==> src/rtl/trap_pkg.sv <==
// Shared types and constants for M-mode trap sequencing: FSM states, interrupt cause codes,
// CSR bit positions/addresses and the trap payload bundle handed to the CSR unit.
package trap_pkg;

  typedef enum logic [2:0] {
    ST_IDLE,
    ST_DRAIN,
    ST_TRAP,
    ST_REDIR,
    ST_MRET
  } trap_state_t;

  localparam logic [3:0] CODE_MEI = 4'd11;
  localparam logic [3:0] CODE_MSI = 4'd3;
  localparam logic [3:0] CODE_MTI = 4'd7;

  localparam int MSTATUS_MIE_BIT = 3;
  localparam int MIE_MEIE_BIT    = 11;
  localparam int MIE_MSIE_BIT    = 3;
  localparam int MIE_MTIE_BIT    = 7;

  localparam logic [11:0] CSR_MSTATUS = 12'h300;
  localparam logic [11:0] CSR_MIE     = 12'h304;
  localparam logic [11:0] CSR_MTVEC   = 12'h305;
  localparam logic [11:0] CSR_MEPC    = 12'h341;
  localparam logic [11:0] CSR_MCAUSE  = 12'h342;
  localparam logic [11:0] CSR_MTVAL   = 12'h343;

  localparam logic [1:0] MTVEC_VECTORED = 2'b01;

  typedef struct packed {
    logic [31:0] pc;
    logic [31:0] cause;
    logic [31:0] tval;
  } trap_payload_t;

  function automatic logic [31:0] irq_cause(input logic [3:0] code);
    return {1'b1, 27'b0, code};
  endfunction

  function automatic logic [31:0] exc_cause(input logic [3:0] code);
    return {28'b0, code};
  endfunction

endpackage

==> src/rtl/irq_prio_enc.sv <==
// Combinational M-mode interrupt pending/enable qualification and priority MEI > MSI > MTI.
// Zero latency; no flow control (pure function of the interrupt lines and enables).
module irq_prio_enc
  import trap_pkg::*;
(
  input  logic       mstatus_mie,
  input  logic       irq_ext,
  input  logic       irq_sw,
  input  logic       irq_timer,
  input  logic       meie,
  input  logic       msie,
  input  logic       mtie,
  output logic       irq_vld,
  output logic [3:0] irq_code
);

  logic ext_act, sw_act, tmr_act;

  assign ext_act = irq_ext & meie;
  assign sw_act  = irq_sw & msie;
  assign tmr_act = irq_timer & mtie;

  always_comb begin
    irq_vld  = mstatus_mie & (ext_act | sw_act | tmr_act);
    irq_code = CODE_MTI;
    if (ext_act) begin
      irq_code = CODE_MEI;
    end else if (sw_act) begin
      irq_code = CODE_MSI;
    end
  end

endmodule

==> src/rtl/trap_ctrl.sv <==
// Machine-mode trap entry / MRET sequencer: exception -> trap_taken +1 -> redirect +2; MRET pulse +1;
// interrupt commits after DRAIN_CYCLES of fetch stall. Inputs are ignored while TRAP/REDIR/MRET run.
module trap_ctrl
  import trap_pkg::*;
#(
  parameter int DRAIN_CYCLES = 2
) (
  input  logic        clk,
  input  logic        rst_n,
  input  logic        exc_valid,
  input  logic [3:0]  exc_code,
  input  logic [31:0] exc_pc,
  input  logic [31:0] exc_tval,
  input  logic        mret_req,
  input  logic        irq_ext,
  input  logic        irq_sw,
  input  logic        irq_timer,
  input  logic        mstatus_mie,
  input  logic [31:0] mie_csr,
  input  logic [31:0] resume_pc,
  input  logic [31:0] mtvec_base,
  input  logic [1:0]  mtvec_mode,
  input  logic [31:0] mepc,
  output logic        stall_fetch,
  output logic        flush,
  output logic        trap_taken,
  output logic [31:0] trap_pc,
  output logic [31:0] trap_cause,
  output logic [31:0] trap_tval,
  output logic        mret_exec,
  output logic        redirect_valid,
  output logic [31:0] redirect_pc
);

  localparam logic [3:0] DRAIN_LAST = 4'(DRAIN_CYCLES - 1);

  trap_state_t   state, state_nxt;
  logic [3:0]    cnt, cnt_nxt;
  trap_payload_t pay, pay_nxt;
  trap_payload_t exc_pay;
  logic [31:0]   redir_pc_nxt;
  logic [31:0]   vec_pc;
  logic          irq_vld;
  logic [3:0]    irq_code;
  logic          unused_bits;

  assign unused_bits = ^{mie_csr[31:12], mie_csr[10:8], mie_csr[6:4], mie_csr[2:0],
                         mtvec_base[1:0], mepc[1:0]};

  irq_prio_enc u_irq_prio_enc (
    .mstatus_mie (mstatus_mie),
    .irq_ext     (irq_ext),
    .irq_sw      (irq_sw),
    .irq_timer   (irq_timer),
    .meie        (mie_csr[MIE_MEIE_BIT]),
    .msie        (mie_csr[MIE_MSIE_BIT]),
    .mtie        (mie_csr[MIE_MTIE_BIT]),
    .irq_vld     (irq_vld),
    .irq_code    (irq_code)
  );

  assign exc_pay = '{pc: exc_pc, cause: exc_cause(exc_code), tval: exc_tval};

  // Only interrupts vector; exceptions always land on the base even in vectored mode.
  assign vec_pc = (mtvec_mode == MTVEC_VECTORED && pay.cause[31])
                ? {mtvec_base[31:2], 2'b00} + {26'b0, pay.cause[3:0], 2'b00}
                : {mtvec_base[31:2], 2'b00};

  always_comb begin
    state_nxt    = state;
    cnt_nxt      = cnt;
    pay_nxt      = pay;
    redir_pc_nxt = redirect_pc;
    unique case (state)
      ST_IDLE: begin
        if (exc_valid) begin
          state_nxt = ST_TRAP;
          pay_nxt   = exc_pay;
        end else if (mret_req) begin
          state_nxt    = ST_MRET;
          redir_pc_nxt = {mepc[31:2], 2'b00};
        end else if (irq_vld) begin
          state_nxt = ST_DRAIN;
          cnt_nxt   = 4'd0;
        end
      end
      ST_DRAIN: begin
        cnt_nxt = cnt + 4'd1;
        if (exc_valid) begin
          state_nxt = ST_TRAP;
          pay_nxt   = exc_pay;
        end else if (!irq_vld) begin
          state_nxt = ST_IDLE;
        end else if (cnt == DRAIN_LAST) begin
          state_nxt = ST_TRAP;
          pay_nxt   = '{pc: resume_pc, cause: irq_cause(irq_code), tval: 32'h0};
        end
      end
      ST_TRAP: begin
        state_nxt    = ST_REDIR;
        redir_pc_nxt = vec_pc;
      end
      ST_REDIR: state_nxt = ST_IDLE;
      ST_MRET:  state_nxt = ST_IDLE;
      default:  state_nxt = ST_IDLE;
    endcase
  end

  always_ff @(posedge clk or negedge rst_n) begin
    if (!rst_n) begin
      state          <= ST_IDLE;
      cnt            <= 4'd0;
      pay            <= '0;
      stall_fetch    <= 1'b0;
      flush          <= 1'b0;
      trap_taken     <= 1'b0;
      mret_exec      <= 1'b0;
      redirect_valid <= 1'b0;
      redirect_pc    <= 32'h0;
    end else begin
      state          <= state_nxt;
      cnt            <= cnt_nxt;
      pay            <= pay_nxt;
      stall_fetch    <= (state_nxt == ST_DRAIN) || (state_nxt == ST_TRAP) || (state_nxt == ST_REDIR);
      flush          <= (state_nxt == ST_TRAP) || (state_nxt == ST_MRET);
      trap_taken     <= (state_nxt == ST_TRAP);
      mret_exec      <= (state_nxt == ST_MRET);
      redirect_valid <= (state_nxt == ST_REDIR) || (state_nxt == ST_MRET);
      redirect_pc    <= redir_pc_nxt;
    end
  end

  assign trap_pc    = pay.pc;
  assign trap_cause = pay.cause;
  assign trap_tval  = pay.tval;

endmodule
==> config.mk <==
export PLATFORM = sky130hd
export DESIGN_NAME = trap_ctrl
export DESIGN_NICKNAME = d
export VERILOG_FILES = /design/src/rtl/trap_pkg.sv /design/src/rtl/irq_prio_enc.sv /design/src/rtl/trap_ctrl.sv
export SDC_FILE = /design/constraint.sdc
export NUM_CORES = 1
export LEC_CHECK = 0
export CORE_MARGIN = 3
export CORE_UTILIZATION = 35
export DETAILED_ROUTE_END_ITERATION = 8
export PLACE_DENSITY = 0.77
export SYNTH_ARGS = -nofsm -noshare
export SYNTH_HDL_FRONTEND = slang
export SYNTH_SLANG_ARGS = --single-unit
==> constraint.sdc <==
create_clock -name clk -period 1.88 [get_ports clk]
set_input_delay 0.47 -clock clk [delete_from_list [all_inputs] [get_ports clk]]
set_output_delay 0.47 -clock clk [all_outputs]
set_load 0.005 [all_outputs]
# == Word level (Yosys, flattened, before mapping) ==
# Cells that the tools add are included.
# Widths: inputs -> output; s select.
# totals
reg_bits,140
inputBits,206
wordCells,67
# classes
n_addsub,2
n_eq_ne,15
muxes,22
bitwise_logic,6
n_reduce_logical,11
# op_table
op,n
$mux 96,4
$pmux 96 s2,1
$mux 32,3
$pmux 32 s2,1
$add 32x6->32,1
$mux 3,7
$mux 4,4
$ne 2x2->1 const B,5
$eq 3x2->1 const B,3
$pmux 3 s3,1
$pmux 4 s2,1
$reduce_and 4->1,2
$eq 3x1->1 const B,2
$ne 3x3->1 const B,2
$add 4x1->4 const B,1
$and 1x1->1,4
$eq 4x1->1 const B,1
$logic_or 1x1->1,4
$reduce_bool 2->1,2
$eq 3x3->1 const B,1
$logic_not 3->1,1
$reduce_and 3->1,1
$eq 2x1->1 const B,1
$or 1x1->1,2
$logic_and 1x1->1,1

# == Depth between registers and ports, before layout ==
# Gate-level depths: netlist of run 1.
# logic_depth
word_depth,11
mapped_depth,8

# == Cells and area by module ==
# From an unflattened synthesis of run 1, not the netlist that was laid out.
# hier_totals
cells_unflattened,525
area_unflattened_um2,6027.0
# modules_own_cells
mod,n_inst,cells_each,area_per_inst_um2,seq_area_each_um2
trap_ctrl,1,517,5969.5,2777.7
irq_prio_enc,1,8,57.6,0.0

# == Least setup slack after synthesis of run 1 ==
# OpenSTA, ideal clock, no wires.
# synth_path
path_kind,input to register
startpoint,input port irq_ext
endpoint,register pay (netlist bit trap_cause[3])
setup_time_ns,0.125
arrival_ns,1.942
required_ns,1.755
setup_slack_ns,-0.187
stages,7
cell_sequence,a222oi_1 > nor2b_1 > and3_1 > o21ai_4 > inv_4 > buf_6 > mux2_4
# synth_via
elab_chain_len,6
word_cells_on_any_way,11
cone_classes,eq/ne: 1; mux: 5; bitwise: 4; reduce/logical: 1
# synth_lines
item,line_no,rtl
"start, declared",trap_ctrl.sv:15,"input logic irq_ext,"
$and 1x1->1 *,irq_prio_enc.sv:19,assign ext_act = irq_ext & meie;
$or 1x1->1 / $mux 4 (equally long branches),"irq_prio_enc.sv:24, irq_prio_enc.sv:26",
$or 1x1->1 / $mux 96 (equally long branches),"irq_prio_enc.sv:24, trap_ctrl.sv:94",
$and 1x1->1 / $mux 96 (equally long branches),"irq_prio_enc.sv:24, trap_ctrl.sv:92",
$ne 3x3->1 (no source line) / $mux 96 (equally long branches),-,
$reduce_and 4->1 (no source line) / $pmux 96 s2 (equally long branches),-,
"end signal, assigned",trap_ctrl.sv:123,pay <= pay_nxt;
"end, declared",trap_ctrl.sv:39,"trap_payload_t pay, pay_nxt;"
# Mark *: on every way between the ends. The rest lies on a longest branch, timed or not. The select of a mux whose other input is x is not followed.
# A chain may end at the register's enable or synchronous reset.

# == Worst setup path after layout of run 1 ==
# layout_path
startpoint,register pay (netlist bit trap_cause[0])
endpoint,register redirect_pc[6]
# layout_via
elab_chain_len,3
# layout_lines
item,line_no,rtl
$add 32x6->32,trap_ctrl.sv:66,"? {mtvec_base[31:2], 2'b00} + {26'b0, pay.cause[3:0], 2'b00}"
$mux 32,trap_ctrl.sv:66,
$pmux 32 s2,trap_ctrl.sv:74,unique case (state)
"end signal, assigned",trap_ctrl.sv:129,redirect_pc <= redir_pc_nxt;
"end, declared",trap_ctrl.sv:32,output logic [31:0] redirect_pc
# Every way passes these cells.

==> results.sh, run 1 <==
export IMPL_cts_tree="yes"
export IMPL_drt_initial_drc_count=242
export IMPL_clk_latency_ns=0.35
export IMPL_grt_start_max_net_pins=69
export IMPL_synth_area_leader_cell="dfrtp_1"
export IMPL_cellLeakagePower_nw=4.63
export IMPL_worst_slack_ns=-0.0494
export IMPL_clock_fmax_mhz=518
export IMPL_drv_slew=0
export IMPL_critical_path_top_delay_family="adder cells"
export IMPL_core_area_um2=16600
export IMPL_syn2layout_area_growth_pct=70.7
export IMPL_die_area_um2=18600
export IMPL_grt_use_total_pct=22.1
export IMPL_cts_buffer_depth=2
export IMPL_cts_hold_buf=0
export IMPL_crit_required_ns=2.11
export IMPL_violations="setup timing"
export IMPL_final_cell_mix="245 x clkdlybuf4s50_1, 175 x nand2_1, 110 x dfrtp_1"
export IMPL_ir_drop_mv=0.646
export IMPL_ant_nets=0
export IMPL_fin_util_pct=61.1
export IMPL_rsz0062_at_grt="yes"
export IMPL_gp_congestion=0.888
export IMPL_rrSetupSlack_ns=-0.05
export IMPL_endpoint_kind="flop"
export IMPL_worst_path_buf_inv=0
export IMPL_drt_total_wl_um=20800
export IMPL_yosys_warnings=0
export IMPL_cpPeakStageDelay_ns=0.43
export IMPL_finalSetupViolations=15
export IMPL_fp_row_count=47
export IMPL_worst_path_max_fanout=3
export IMPL_ys_flop_type="dfrtp_1"
export IMPL_status="complete, but fails checks"
export IMPL_io_buffers=276
export IMPL_avgSynthCellArea_um2=9.67
export IMPL_start_kind="flop"
export IMPL_critPathKind="flop to flop"
export IMPL_initial_utilization_pct=35.8
export IMPL_synthTopCellsByArea="dfrtp_1 47%, nand2_1 11%, mux2_4 6.6%, a32o_1 5.5%, and3_1 3.7%"
export IMPL_clk_pin_slew_ns=0.08
export IMPL_ios=339
export IMPL_slew_headroom_pct=61.5
export IMPL_synth_edf_count=0
export IMPL_power_density_nw_per_um2=1330
export IMPL_layout_nets=1184
export IMPL_arrival_ns=2.16
export IMPL_async_flop_share_pct=100
export IMPL_grt_pass1_vias=5939
export IMPL_numCtsBuffers=9
export IMPL_period_minus_slack_ns=1.93
export IMPL_min_path_type="primary input to asynchronous set/reset pin"
export IMPL_worstMarginPinSlew_ns=0.578
export IMPL_drive_gt1_share_pct=20.4
export IMPL_chipWidth_um=136
export IMPL_finalHoldViolations=0
export IMPL_antenna_found_initial=2
export IMPL_final_common_cell="clkdlybuf4s50_1"
export IMPL_route_detailed_drc=0
export IMPL_synth_distinct_cells=53
export IMPL_slowest_stage="dfrtp_1"
export IMPL_drtPass1Iterations=4
export IMPL_via_per_inst=4.88
export IMPL_post_drt_wl_per_cell_um=17.4
export IMPL_syn_area_um2=5960
export IMPL_cts_root_buf="clkbuf_16"
export IMPL_dr_total_vias=5841
export IMPL_netlist_area_leader_share_pct=46.6
export IMPL_die_h_um=136
export IMPL_cts_htree_levels=3
export IMPL_ys_ff_latch=111
export IMPL_skew_ns=0.00773
export IMPL_dp_hpwl_um=15300
export IMPL_period_share_pct=103
export IMPL_cts_sinks=111
export IMPL_crit_chain="ha_4, fa_2, a21o_1, a21oi_4, nor2_1, xnor2_1, a21oi_1"
export IMPL_synthCells=616
export IMPL_grt_pass1_wl_um=31900
export IMPL_grt_overflow_total=0
export IMPL_ys_seq_area_share_pct=46.6
export IMPL_max_cap_viol_count=0
export IMPL_setup_tns_ns=-0.126
path summary, 6_finish.rpt:
| kind | start | depth (start not counted) | endpoint |
|---|---|---|---|
| setup reg to reg | trap_cause[0] | 7 | redirect_pc[6] |
| setup / recovery | trap_cause[0] | 7 | redirect_pc[6] |
| hold reg to reg | trap_tval[21] | 1 | trap_tval[21] |
| max in group asynchronous | rst_n | 2 | trap_tval[30] |
| min in group clk | trap_tval[21] | 1 | trap_tval[21] |
| hold / removal | rst_n | 2 | trap_pc[30] |
power by group:
group	total, mW	internal (mW)	leakage, nW	switching, mW
sequential	4.24	3.56	1.32	0.675
combinational	7.33	4.44	3.17	2.90
clock	1.92	0.933	0.136	0.986
total	13.5	8.93	4.63	4.56
repair_timing:
action | CTS | global route
setup endpoints to repair | 109 | 97
pin swaps | 47 | 15
setup buffers | 12 | 1
cloned | 7 | 0
resized for setup | 85 | 19
sequential cells by signal, indices dropped and copies added, names as in the netlist:
name / flops
redirect_valid: 1
flush: 1
trap_cause: 5
mret_exec: 1
trap_tval: 32
trap_taken: 1
cnt: 4
trap_pc: 32
redirect_pc: 30
stall_fetch: 1
state: 3
routing by layer:
| layer | global-route usage (%) | share of wire (%) | vias to the layer above |
|---|---|---|---|
| met5 | 0 | 0.077 | - |
| met4 | 5.99 | 0.91 | 2 |
| met3 | 7.81 | 9.9 | 18 |
| met2 | 38.6 | 51 | 232 |
| met1 | 25.6 | 39 | 2784 |
| li1 | - | - | 2805 |
through the flow:
| stage | total power, mW | cell area, um^2 | instances | hold WS (ns) | setup slack [ns] |
|---|---|---|---|---|---|
| floorplan | 7.23 | 6130 | 644 | 0.174 | -0.187 |
| global placement | 11.0 | 9460 | 1160 | 0.473 | -0.821 |
| detailed placement | 11.1 | 9460 | 1160 | 0.480 | -0.847 |
| CTS | 13.6 | 10100 | 1195 | 0.127 | -0.104 |
| global route | 14.4 | 10200 | 1197 | 0.133 | -0.146 |
| finish | 13.5 | 10200 | 1198 | 0.124 | -0.0494 |
synth_stat cells (3+ instances only):
master	n
a21oi_1	30
a31oi_1	5
a32o_1	33
and2_1	3
and3_1	35
buf_2	6
buf_4	29
buf_6	3
clkbuf_1	24
dfrtp_1	111
ha_1	6
inv_1	7
mux2_2	7
mux2_4	26
nand2_1	177
nand3_1	14
nand4_1	15
nor2_1	14
nor4_1	3
xnor2_1	7
xor2_1	22
final cells by class:
class | count | area [um^2]
fill | 1419 | 6480
timing repair inverter | 6 | 65.1
clock buffer | 9 | 225
inverter | 8 | 56.3
multi-input combinational | 463 | 3130
sequential | 111 | 2780
timing repair buffer | 372 | 3560
tap | 220 | 275
clock inverter | 7 | 63.8
antenna | 2 | 5.00
kinds of logic (layout without fill, tap and decap cells):
group | after synthesis | in the layout | share of synthesized area [%]
AO/OA/AOI/OAI | 83 | 83 | 10.8
AND/OR/NAND/NOR | 280 | 280 | 21.7
flip-flops | 111 | 111 | 46.6
XOR/XNOR | 29 | 29 | 4.26
adder cells (fa/ha/maj) | 7 | 7 | 1.60
buffers and inverters | 70 | 402 | 6.79
multiplexers | 35 | 35 | 8.21
other | 1 | 31 | 0.0630
Power figures use the tool's default switching activity.
==> run 2: changes to the inputs <==
--- a/config.mk
+++ b/config.mk
@@ -9,6 +9,7 @@
 export CORE_UTILIZATION = 35
 export DETAILED_ROUTE_END_ITERATION = 8
 export PLACE_DENSITY = 0.77
+export REMOVE_ABC_BUFFERS = 1
 export SYNTH_ARGS = -nofsm -noshare
 export SYNTH_HDL_FRONTEND = slang
 export SYNTH_SLANG_ARGS = --single-unit
==> run 2 against run 1 <==
The run still ends with setup timing left. Clock power grew 7%. Register-to-register slack got worse by 0.05 ns. Critical path type is now primary input to flop. Count of clock-buffer cells in the layout unchanged. Final cell count rose by 0.92%. First-iteration DRC count increased by 35%.
==> results.sh, run 2 (synthesized netlist as in run 1, its figures left out) <==
export IMPL_grt_pass1_wl_um=32200
export IMPL_ir_drop_mv=0.683
export IMPL_endpoint_kind="flop"
export IMPL_rsz0062_at_grt="yes"
export IMPL_crit_required_ns=2.13
export IMPL_cellLeakagePower_nw=4.80
export IMPL_finalSetupViolations=37
export IMPL_grt_pass1_vias=6099
export IMPL_skew_ns=0.0139
export IMPL_clock_fmax_mhz=491
export IMPL_final_cell_mix="249 x clkdlybuf4s50_1, 173 x nand2_1, 110 x dfrtp_1"
export IMPL_dp_hpwl_um=15200
export IMPL_worstMarginPinSlew_ns=0.531
export IMPL_power_density_nw_per_um2=1330
export IMPL_initial_utilization_pct=35.8
export IMPL_drtPass1Iterations=5
export IMPL_core_area_um2=16600
export IMPL_cts_sinks=111
export IMPL_dr_total_vias=6003
export IMPL_cts_root_buf="clkbuf_16"
export IMPL_pre_cts_ws_ns=-0.862
export IMPL_violations="setup timing"
export IMPL_critical_path_top_delay_family="buffers and inverters"
export IMPL_post_drt_wl_per_cell_um=17.6
export IMPL_drv_slew=0
export IMPL_slew_headroom_pct=64.6
export IMPL_numCtsBuffers=9
export IMPL_chipWidth_um=136
export IMPL_fin_hold_ws_ns=0.0366
export IMPL_drt_total_wl_um=21300
export IMPL_ant_nets=0
export IMPL_finalHoldViolations=0
export IMPL_route_detailed_drc=0
export IMPL_start_kind="primary input"
export IMPL_crit_chain="buf_6, a222oi_1, buf_4, nor2b_4, and3_4, o21ai_4, buf_12, buf_12, clkinv_8, buf_4, mux2_2"
export IMPL_min_path_type="primary input to asynchronous set/reset pin"
export IMPL_clk_latency_ns=0.36
export IMPL_worst_path_buf_inv=6
export IMPL_syn2layout_area_growth_pct=76.4
export IMPL_worst_slack_ns=-0.156
export IMPL_grt_overflow_total=0
export IMPL_gp_congestion=0.879
export IMPL_grt_start_max_net_pins=44
export IMPL_grt_use_total_pct=22.2
export IMPL_die_area_um2=18600
export IMPL_status="complete, but fails checks"
export IMPL_totalPowerFinal_mw=14.0
export IMPL_die_h_um=136
export IMPL_clk_pin_slew_ns=0.09
export IMPL_via_per_inst=4.97
export IMPL_final_common_cell="clkdlybuf4s50_1"
export IMPL_fp_row_count=47
export IMPL_cts_htree_levels=3
export IMPL_ios=339
export IMPL_slowest_stage="a222oi_1"
export IMPL_cpPeakStageDelay_ns=0.35
export IMPL_antenna_found_initial=1
export IMPL_critPathKind="primary input to flop"
export IMPL_arrival_ns=2.29
export IMPL_period_share_pct=108
export IMPL_cts_buffer_depth=2
export IMPL_cts_tree="yes"
export IMPL_layout_nets=1197
export IMPL_drt_initial_drc_count=326
export IMPL_drive_gt1_share_pct=22.3
export IMPL_io_buffers=276
export IMPL_period_minus_slack_ns=2.04
export IMPL_max_cap_viol_count=0
export IMPL_worst_path_max_fanout=6
export IMPL_diodes=0
run 2: cell types whose count changed in the layout (fill, tap and decap cells not counted), moves of 3 or more:
cell,before,now
nand3_2,4,7
buf_8,0,4
nand3_1,10,6
clkdlybuf4s50_1,245,249
buf_12,6,12
nor2_2,0,3
clkinv_8,0,4
dlygate4sd2_1,19,14
run 2: timing repair:
item,CTS,global route
gates resized for setup,79,64
gates cloned,3,4
hold buffers,0,0
pin swaps,40,38
endpoints found under the setup margin,105,104
setup buffers,11,14
run 2: path summary, 6_finish.rpt:
kind                          startpoint         endpoint  slack [ns]  cells past startpoint
max                          mie_csr[11]       trap_pc[0]       -0.16                     11
min                                rst_n   redirect_valid        0.04                      1
max reg2reg                trap_cause[0]  redirect_pc[24]       -0.10                      9
min reg2reg                trap_tval[21]    trap_tval[21]        0.50                      1
max in group asynchronous          rst_n      trap_pc[23]        1.24                      2
min in group clk           trap_tval[21]    trap_tval[21]        0.50                      1
run 2: final cells by class:
cell class	count	area, um^2
Clock buffer	9	225
Inverter	8	46.3
Timing Repair Buffer	385	3780
Tap cell	220	275
Timing Repair inverter	6	97.6
Sequential cell	111	2780
Multi-Input combinational cell	463	3210
Fill cell	1356	6130
Clock inverter	7	101
run 2: metal layers:
layer  share of wire, %  vias up  track usage (%)
li1                   -     2826                -
met1                 38     2866             26.0
met2                 52      270             40.1
met3                8.3       39             5.88
met4                1.9        2             6.33
met5              0.061        -                0
run 2: power breakdown:
part | switching (mW) | internal, mW | leakage, nW
combinational | 3.03 | 4.66 | 3.33
clock | 1.07 | 0.986 | 0.157
sequential | 0.711 | 3.56 | 1.32
total | 4.80 | 9.21 | 4.80
run 2: per-stage QoR:
stage          utilization [%]  cells  setup TNS [ns]  cell area, um^2
2_1_floorplan                -    582         -138.48             5690
3_3_place_gp              56.7   1163          -67.43             9440
3_5_place_dp              56.7   1163          -75.44             9440
4_1_cts                   60.9   1192          -0.544            10100
5_1_grt                   63.1   1209           -5.00            10500
6_report                  63.1   1209           -2.03            10500
==> run 3: changes to the inputs <==
--- a/config.mk
+++ b/config.mk
@@ -5,7 +5,6 @@
 export SDC_FILE = /design/constraint.sdc
 export NUM_CORES = 1
 export LEC_CHECK = 0
-export CORE_MARGIN = 3
 export CORE_UTILIZATION = 35
 export DETAILED_ROUTE_END_ITERATION = 8
 export PLACE_DENSITY = 0.77
==> run 3 against run 2 <==
The flow still finishes with violations (setup timing). Clock power down 4%. Clock skew down 0.00071 ns. Largest cell class unchanged. Register-to-register slack better by 0.10 ns. Non-clock buffer count down 12. Sequential share of layout area up 0.83 points. First-iteration DRC count down 18%. Critical endpoint is now trap_pc[15]. Global-route usage up 0.067 points. Cell area down 3.1%.
==> results.sh, run 3 (synthesized netlist as in run 1, its figures left out) <==
export IMPL_max_cap_viol_count=0
export IMPL_finalInstanceArea_um2=10200
export IMPL_worst_slack_ns=-0.0293
export IMPL_ios=339
export IMPL_cts_root_buf="clkbuf_16"
export IMPL_multi_input_area_um2=3140
export IMPL_crit_required_ns=2.11
export IMPL_place_inst=1163
export IMPL_power_density_nw_per_um2=1330
export IMPL_period_minus_slack_ns=1.91
export IMPL_dp_hpwl_um=14400
export IMPL_ir_drop_mv=0.726
export IMPL_core_area_um2=16600
export IMPL_via_per_inst=4.96
export IMPL_start_kind="primary input"
export IMPL_die_area_um2=17500
export IMPL_stdcell_count=1191
export IMPL_cellLeakagePower_nw=4.62
export IMPL_cts_buffer_depth=2
export IMPL_grt_overflow_total=0
export IMPL_diodes=0
export IMPL_io_buffers=276
export IMPL_fp_row_count=47
export IMPL_fin_hold_ws_ns=0.0906
export IMPL_grt_pass1_wl_um=30600
export IMPL_route_detailed_drc=0
export IMPL_antenna_found_initial=0
export IMPL_gp_congestion=0.917
export IMPL_regArea_um2=2780
export IMPL_pre_cts_ws_ns=-0.751
export IMPL_cts_hold_buf=0
export IMPL_final_cell_mix="248 x clkdlybuf4s50_1, 176 x nand2_1, 111 x dfrtp_1"
export IMPL_worst_path_max_fanout=8
export IMPL_cts_htree_levels=3
export IMPL_arrival_ns=2.14
export IMPL_finalSetupViolations=26
export IMPL_min_path_type="primary input to asynchronous set/reset pin"
export IMPL_layout_nets=1179
export IMPL_skew_ns=0.0132
export IMPL_violations="setup timing"
export IMPL_period_share_pct=102
export IMPL_die_h_um=132
export IMPL_rsz0062_at_grt="yes"
export IMPL_r2r_start="cnt[1]"
export IMPL_rr_endpoint="trap_pc[15]"
export IMPL_critPathLaunch="irq_ext"
export IMPL_chipWidth_um=132
export IMPL_r2r_cells=8
export IMPL_rrSetupSlack_ns=0
export IMPL_cts_sinks=111
export IMPL_placed_area_um2=9480
export IMPL_setup_tns_ns=-0.402
export IMPL_cts_tree="yes"
export IMPL_dr_total_vias=5907
export IMPL_grt_start_max_net_pins=68
export IMPL_status="complete, but fails checks"
export IMPL_critPathKind="primary input to flop"
export IMPL_drive_gt1_share_pct=20.0
export IMPL_final_common_cell="clkdlybuf4s50_1"
export IMPL_endpoint_kind="flop"
export IMPL_grt_use_total_pct=22.3
export IMPL_drt_total_wl_um=19500
export IMPL_initial_utilization_pct=35.9
export IMPL_grt_pass1_vias=6023
export IMPL_post_drt_wl_per_cell_um=16.4
export IMPL_drv_slew=0
export IMPL_finalHoldViolations=0
export IMPL_ant_nets=0
export IMPL_drtPass1Iterations=4
export IMPL_numCtsBuffers=9
export IMPL_clk_pin_slew_ns=0.08
export IMPL_fillers=1413
export IMPL_clock_fmax_mhz=524
export IMPL_clk_latency_ns=0.36
export IMPL_syn2layout_area_growth_pct=71.0
export IMPL_drt_initial_drc_count=266
==> run 3: changes by cell type in the layout (fill, tap and decap cells not counted), moves of 3 or more <==
cell / delta
buf_12: -3
nand2_1: +3
nand3_1: +3
buf_6: -5
clkbuf_2: +3
buf_8: -4
buf_4: -4
==> run 3: what timing repair did <==
item                       4_1_cts  5_1_grt
gates cloned                     2        1
pin swaps                       20       40
setup endpoints to repair      105       99
resized for setup               53       37
setup buffers                    7        4
==> run 3: worst max-delay path by stage <==
stage | endpoint | slack [ns] | depth (start not counted)
after global placement | redirect_pc[4] | -0.67 | 9
after floorplan | redirect_pc[30] | -2.01 | 6
after global routing | redirect_pc[21] | -0.09 | 8
after detailed placement | trap_tval[8] | -0.75 | 7
final | trap_pc[15] | -0.03 | 9
after CTS | redirect_pc[15] | 0.001 | 8
==> run 3: metrics by stage <==
| step | utilization (%) | total power [mW] |
|---|---|---|
| 4_1_cts | 60.3 | 13.4 |
| 3_5_place_dp | 57.2 | 11.2 |
| 6_report | 61.4 | 13.5 |
| 5_1_grt | 61.4 | 14.4 |
| 2_1_floorplan | - | 6.97 |
| 3_3_place_gp | 57.2 | 11.0 |
==> run 3: cell type report <==
class / count / area share [%]
Timing Repair Buffer: 373 / 35.9
Tap cell: 220 / 2.70
Clock buffer: 9 / 2.21
Sequential cell: 111 / 27.3
Inverter: 8 / 0.344
Clock inverter: 7 / 0.786
Multi-Input combinational cell: 463 / 30.8
==> run 3: where the power goes <==
part | leakage, nW | switching, mW | total, mW | internal (mW)
Combinational | 3.15 | 2.83 | 7.30 | 4.47
Sequential | 1.32 | 0.684 | 4.25 | 3.56
Clock | 0.146 | 1.01 | 1.96 | 0.953
==> run 3: worst max-delay path: stages <==
cell      delay [ns]
buf_6           0.09
a222oi_1        0.34
buf_4           0.20
nor2b_4         0.04
and3_4          0.17
o21ai_4         0.17
clkinv_4        0.18
buf_12          0.19
mux2_4          0.29
==> run 3: per-layer routing <==
layer	wire [um]	up-vias	global-route usage, %	share of wire [%]
met2	9930	254	39.4	51
met3	1420	32	5.10	7.3
met4	450	0	8.56	2.3
li1	-	2790	-	-
met5	0	-	0	0
met1	7690	2831	26.3	39
